**src/rtl/bounce_scan_ctrl.sv**
```systemverilog
`default_nettype none
// ============================================================================
// Module   : bounce_scan_ctrl
// Brief    : Paces shift enables for a one-hot bounce shifter, counts LSB
//            arrivals and parks the shifter on the LSB after N sweeps.
// Revision : 1.0 - initial release
// ============================================================================
module bounce_scan_ctrl #(
    parameter int DIV_W = 16,
    parameter int CNT_W = 8
) (
    input  logic             clk,
    input  logic             rstna,
    input  logic             start,
    input  logic [DIV_W-1:0] cfg_div,
    input  logic [CNT_W-1:0] cfg_sweeps,
    input  logic             pause,
    input  logic             abort,
    input  logic             at_lsb,
    output logic             shift_ena,
    output logic             busy,
    output logic             done,
    output logic             aborted,
    output logic [CNT_W-1:0] sweep_count
);

    typedef enum logic [1:0] {
        S_IDLE = 2'd0,
        S_RUN  = 2'd1,
        S_DONE = 2'd2
    } state_t;

    state_t           r_state;
    logic [DIV_W-1:0] r_presc;
    logic [DIV_W-1:0] r_div;
    logic [CNT_W-1:0] r_sweeps;
    logic [CNT_W-1:0] r_count;
    logic             r_pulse_d;
    logic             r_aborted;

    logic             w_run;
    logic             w_arrival;
    logic             w_finish;
    logic [CNT_W-1:0] w_count_inc;

    assign w_run       = (r_state == S_RUN);
    assign w_count_inc = r_count + CNT_W'(1);
    // The shifter's Q is only meaningful the cycle after a step we issued.
    assign w_arrival   = w_run & r_pulse_d & at_lsb;
    assign w_finish    = w_arrival & (w_count_inc == r_sweeps);

    assign shift_ena   = w_run & (r_presc == '0) & ~pause & ~abort & ~w_finish;
    assign busy        = w_run;
    assign done        = (r_state == S_DONE);
    assign aborted     = r_aborted;
    assign sweep_count = r_count;

    always_ff @(posedge clk or negedge rstna) begin
        if (!rstna) begin
            r_state   <= S_IDLE;
            r_presc   <= '0;
            r_div     <= '0;
            r_sweeps  <= '0;
            r_count   <= '0;
            r_pulse_d <= 1'b0;
            r_aborted <= 1'b0;
        end else begin
            r_aborted <= 1'b0;
            r_pulse_d <= shift_ena;
            case (r_state)
                S_IDLE, S_DONE: begin
                    r_state <= S_IDLE;
                    if (start) begin
                        r_div     <= cfg_div;
                        r_sweeps  <= cfg_sweeps;
                        r_count   <= '0;
                        r_presc   <= cfg_div;
                        r_pulse_d <= 1'b0;
                        r_state   <= (cfg_sweeps != '0) ? S_RUN : S_DONE;
                    end
                end
                S_RUN: begin
                    if (shift_ena) begin
                        r_presc <= r_div;
                    end else if (!pause && (r_presc != '0)) begin
                        r_presc <= r_presc - DIV_W'(1);
                    end
                    // Abort outranks a coincident final arrival.
                    if (abort) begin
                        r_state   <= S_IDLE;
                        r_aborted <= 1'b1;
                    end else if (w_arrival) begin
                        r_count <= w_count_inc;
                        if (w_finish) begin
                            r_state <= S_DONE;
                        end
                    end
                end
                default: r_state <= S_IDLE;
            endcase
        end
    end

endmodule
`default_nettype wire

```
**config.mk**
```make
export PLATFORM = sky130hd
export DESIGN_NAME = bounce_scan_ctrl
export DESIGN_NICKNAME = d
export VERILOG_FILES = /design/src/rtl/bounce_scan_ctrl.sv
export SDC_FILE = /design/constraint.sdc
export NUM_CORES = 1
export LEC_CHECK = 0
export ABC_CLOCK_PERIOD_IN_PS = 2950
export BUFFER_PORTS_ARGS = -buffer_cell sky130_fd_sc_hd__buf_4
export CAP_MARGIN = 5
export CORE_MARGIN = 2
export CORE_UTILIZATION = 57
export CTS_BUF_LIST = sky130_fd_sc_hd__clkbuf_16
export CTS_CLUSTER_SIZE = 12
export DETAILED_ROUTE_END_ITERATION = 10
export PLACE_DENSITY = 0.86
export SYNTH_ARGS = -nofsm -noshare
export SYNTH_HDL_FRONTEND = slang
export SYNTH_SLANG_ARGS = --single-unit
```
**constraint.sdc**
```tcl
create_clock -name clk -period 2.95 [get_ports clk]
set_input_delay 0.59 -clock clk [delete_from_list [all_inputs] [get_ports clk]]
set_output_delay 0.59 -clock clk [all_outputs]
set_load 0.005 [all_outputs]
```
==> Word level (Yosys, flattened, before mapping) <==
Index checks and enable logic that the tools add are counted.
{ "totals": {"reg_bits": 52, "in_bits": 30, "output_inout_bits": 12, "elab_cells": 58} }
{ "classes": {"add_sub_neg": 2, "n_eq_ne": 9, "n_mux": 18, "n_bitwise": 10, "n_reduce_logical": 12} }
{ "ops": {"columns": ["op", "n"], "rows": [
  ["16-bit 2-to-1 mux", 3],
  ["16-bit one-hot mux with 2 select lines", 1],
  ["8-bit 2-to-1 mux", 3],
  ["16-bit zero test", 1],
  ["8-bit one-hot mux with 2 select lines", 1],
  ["16-bit nonzero test", 1],
  ["16-bit by 1-bit subtractor with 16-bit output, second input constant", 1],
  ["2-bit 2-to-1 mux", 5],
  ["3-bit by 2-bit inequality test with 1-bit output, second input constant", 3],
  ["8-bit by 1-bit adder with 8-bit output, second input constant", 1],
  ["8-bit equality test", 1],
  ["8-bit nonzero test", 1],
  ["1-bit AND", 7],
  ["1-bit 2-to-1 mux", 4],
  ["2-bit inequality test, second input constant", 2],
  ["2-bit one-hot mux with 2 select lines", 1],
  ["2-bit AND reduction", 2],
  ["4-bit AND reduction", 1],
  ["1-bit NOT", 3],
  ["3-bit AND reduction", 1],
  ["2-bit by 1-bit equality test with 1-bit output, second input constant", 1],
  ["2-bit equality test, second input constant", 1],
  ["2-bit zero test", 1],
  ["2-bit by 1-bit inequality test with 1-bit output, second input constant", 1],
  ["4 further kinds", 4]
]} }

==> Depth between registers and ports, before layout <==
{ "logic_depth": {"word_depth": 8, "depth_mapped": 10, "depth_no_buf": 8} }

==> Worst setup path after synthesis <==
No wires, ideal clock.
{ "synth_timing": {"path_type": "reg-to-reg", "startpoint": "reg r_count[0] (netlist: sweep_count[0])", "endpoint": "reg r_presc[10]", "setup_ps": 125, "arrival_time_ps": 2498, "t_required_ps": 2825, "slack_ps": 327, "stages_incl_launch_ff": 9, "path_buffers": 1, "period_less_slack_ps": 2623, "path_cell_list": "dfrtp_1 ha_1 xnor2_1 and4_1 o221ai_1 or4_4 a21oi_4 buf_6 mux2_4"} }
{ "synth_between": {"elab_chain_cells": 7, "word_cells_on_any_way": 9, "cone_classes": "add/sub (1); eq/ne (2); mux (2); bitwise (3); reduce/logical (1)"} }
{ "synth_lines": {"columns": ["item", "line_no", "source"], "rows": [
  ["from (decl)", "37", "logic [CNT_W-1:0] r_count;"],
  ["from (signal assigned)", "93", "r_count <= w_count_inc;"],
  ["8-bit by 1-bit adder with 8-bit output (*)", "47", "assign w_count_inc = r_count + CNT_W'(1);"],
  ["8-bit equality test (*)", "50", "assign w_finish = w_arrival & (w_count_inc == r_sweeps);"],
  ["1-bit AND (*)", "50", null],
  ["1-bit NOT (*)", "52", "assign shift_ena = w_run & (r_presc == '0) & ~pause & ~abort & ~w_finish;"],
  ["1-bit AND (*)", "52", null],
  ["3-bit by 2-bit inequality test with 1-bit output (no line) or 16-bit 2-to-1 mux (tied branches)", null, null],
  ["3-bit AND reduction (no line) or 16-bit one-hot mux with 2 select lines (tied branches)", null, null],
  ["to (signal assigned)", "77", "r_presc <= cfg_div;"],
  ["to (signal assigned)", "84", "r_presc <= r_div;"],
  ["to (signal assigned)", "86", "r_presc <= r_presc - DIV_W'(1);"],
  ["to (decl)", "34", "logic [DIV_W-1:0] r_presc;"]
]} }
Every way passes the cells marked *; elsewhere a longest branch is shown, timed or not.
A chain may end at the register's enable or synchronous reset.

==> Worst setup path in the final report <==
{ "layout_timing": {"startpoint": "reg r_count[0] (netlist: sweep_count[0])", "endpoint": "out shift_ena"} }
{ "layout_between": {"elab_chain_cells": 5} }
{ "layout_lines": {"columns": ["item", "line_no", "source"], "rows": [
  ["8-bit by 1-bit adder with 8-bit output", "47", null],
  ["8-bit equality test", "50", null],
  ["1-bit AND", "50", null],
  ["1-bit NOT", "52", null],
  ["1-bit AND", "52", null],
  ["to (decl)", "20", "output logic shift_ena,"]
]} }
Every way passes these cells.

==> results.json <==
{
  "met1_length_mm": 3.11,
  "placement.io_buffers": 41,
  "dieArea_sq_um": 5690,
  "met2_length_mm": 3.12,
  "cp-end-kind": "output port",
  "timing.hold.worst.class": "input pin to asynchronous set/reset pin",
  "nNetsFinal": 396,
  "die_h_um": 75.4,
  "post-dp-hpwl_mm": 4.73,
  "arrival_ps": 2250,
  "critical-path-max-stage-delay_ps": 410,
  "final_cell_count_no_fill": 431,
  "groute.usage.overall": 0.261,
  "synth_nets": 349,
  "n_fill_cell": 385,
  "insertion_delay_ps": 290,
  "synthFlopType": "dfrtp_1",
  "critical_setup_path_class": "flop to output port",
  "relSlewSlack": 0.526,
  "netlist.area_leader.share": 0.448,
  "detail_route.wirelength_mm": 6.73,
  "worst-path-buf-inv": 2,
  "final-seq-area_sq_um": 1300,
  "grt_pass1_vias": 2330,
  "leakagePower_nw": 1.73,
  "gp_congestion": 0.903,
  "rows": 25,
  "yosysMostFrequentCell": "nand2_1",
  "floorplan.core_area_sq_um": 4820,
  "cts_tree": "done",
  "outcome": "complete, no violations",
  "post_route_cell_area_sq_um": 3510,
  "clkSinkCount": 52,
  "ys.warnings.count": 0,
  "final.hold.worst_slack_ps": 326,
  "area_of_combinational_cells_with_multiple_inputs_sq_um": 1550,
  "irDropWorstVdd_uv": 420,
  "grt_first_pass_wirelength_mm": 11.2,
  "diodes": 0,
  "wl_met3_um": 404,
  "power_per_cell_area_nw_per_um2": 649,
  "synth-seq-area-share": 0.448,
  "grt_setup_unrepaired": "no",
  "timing.final.crit_share": 0.963,
  "asyncSetResetFlopFracSynth": 1.00,
  "synth.ff_latch_count": 52,
  "finalCriticalPeriod_ps": 2840,
  "synth_top_cells_by_count": "nand2_1, dfrtp_1, o21ai_0, nor2_1, mux2i_1",
  "cts_hold_buffers": 0,
  "postCtsSetupBuffers": 0,
  "placedCellCount": 423,
  "syn_inst": 316,
  "max-clock-path-buffers": 2,
  "grt_max_degree": 53,
  "synth_area_per_cell_sq_um": 9.20,
  "detailed_place.area_sq_um": 3360,
  "numCtsBuffers": 5,
  "synth_edf_count": 0,
  "globalRouteOverflowTotal": 0,
  "die_w_um": 75.4,
  "io-pin-count": 42,
  "cp_common_cell": "buf_4",
  "detail-route-antenna-nets": 0,
  "timing_hold_violations_final": 0,
  "setup_tns_ps": 0,
  "drcViolationCount": 0,
  "worst_path_max_delay_cell": "dfrtp_1",
  "finalSetupViolations": 0,
  "yosys-top-cells-area": "dfrtp_1, nand2_1, o21ai_0, mux2i_1, xnor2_1",
  "yosysUniqueCellTypes": 49,
  "drtIter0Drc": 105,
  "cp_max_fo": 8,
  "clock_tree.htree_level_count": 2,
  "clk_root_buffer_cell": "clkbuf_16",
  "worst_setup_path_start_kind": "flop",
  "final_max_slew_viol_count": 0,
  "vias": 2473,
  "critical_path_required_ps": 2360,
  "firstDrtPassIters": 4,
  "skew_ps": 5.99,
  "netlist.top_cell.by_area": "dfrtp_1",
  "layout-area-overhead-vs-synth_pct": 20.7,
  "top_layer": "met4",
  "initial_cell_density_of_the_core": 0.603,
  "detail_route.vias_per_cell": 5.74,
  "timing_worst_slew_pin_value_ps": 711,
  "antenna_found_initial": 0,
  "maxClockFrequency_mhz": 352,
  "drt-wirelength-per-cell_um": 15.6,
  "max-cap-violations": 0,
  "drive_gt1_frac": 0.212,
  "critical_path.cell_chain": "buf_4 > and4_1 > and3_1 > o211ai_1 > nor3_1 > nor4_1 > buf_4",
  "crit_family": "simple AND/OR/NAND/NOR gates",
  "syn_area_sq_um": 2910,
  "clock_pin_slew_on_the_worst_setup_and_hold_paths_ps": 60
}
per-layer routing:
| metal | track usage | up-vias |
|---|---|---|
| met2 | 0.377 | 76 |
| met3 | 0.0556 | 10 |
| met1 | 0.391 | 1197 |
| li1 | - | 1190 |
| met5 | 0 | - |
| met4 | 0.0897 | 0 |
worst register-to-register path, stage by stage, from the launching register on:
cell and delay, ps:
dfrtp_2 460, ha_4 290, xnor2_1 100, and4_1 190, o221ai_1 200, or4_4 580, a21oi_4 160, buf_12 190
mux2_2 370
state kept, by name, summed over array words and instances, names as in the netlist:
register	count
r_state	2
sweep_count	8
r_div	16
r_pulse_d	1
r_sweeps	8
r_presc	16
aborted	1
logic make-up after synthesis:
group,share of synthesized area
AND/OR/NAND/NOR,0.220
AO/OA/AOI/OAI,0.121
flip-flops,0.448
XOR/XNOR,0.0792
multiplexers,0.0904
buffers and inverters,0.0284
adder cells (fa/ha/maj),0.0129
cell type report:
type                            instances  area share
Inverter                                6     0.00642
Clock buffer                            5      0.0357
Sequential cell                        52       0.371
Timing Repair Buffer                   53       0.117
Multi-Input combinational cell        245       0.443
Clock inverter                          3     0.00321
Tap cell                               67      0.0239
worst paths after layout:
kind                                      from              to  slack (ps)  cells after the start
worst min-delay path                     rstna  sweep_count[3]         330                      1
worst max-delay path            sweep_count[0]       shift_ena         110                      7
worst max register to register  sweep_count[1]      r_presc[2]         310                      8
max in group asynchronous                rstna  sweep_count[1]        2150                      1
worst min register to register        r_div[0]        r_div[0]         490                      2
min in group clk                      r_div[0]        r_div[0]         490                      2
cell usage in the layout (no fill, tap or decap), types with 4 or more instances in the layout:
cell type	count
mux2_4	5
xor2_1	10
and2_1	4
a21oi_1	4
nand2_1	81
xnor2_1	11
nor2_1	16
nor3_1	5
mux2i_1	12
o21ai_0	33
nand2b_1	4
and3_1	4
dfrtp_1	51
nand3_1	6
buf_4	52
inv_1	7
o41ai_1	4
clkbuf_16	5
nor4_1	6
mux2_2	6
stage by stage:
stage | util | total power [W] | setup WS, ps
detailed placement | 0.697 | 0.00173 | 230
global route | 0.728 | 0.00242 | 0.314
global placement | 0.697 | 0.00168 | 283
CTS | 0.725 | 0.00228 | 53.6
floorplan | - | 0.00150 | 327
finish | 0.728 | 0.00228 | 108
power breakdown:
group | internal [W] | leakage (nW) | switching [W]
sequential | 0.000882 | 0.651 | 0.000174
combinational | 0.000342 | 1.00 | 0.000333
clock | 0.000306 | 0.0738 | 0.000240
repair_timing:
action | CTS | global route
hold endpoints to repair | 0 | 0
endpoints found under the setup margin | 0 | 1
resized for setup | 0 | 3
Note: power is estimated with default switching activity, not from simulation.
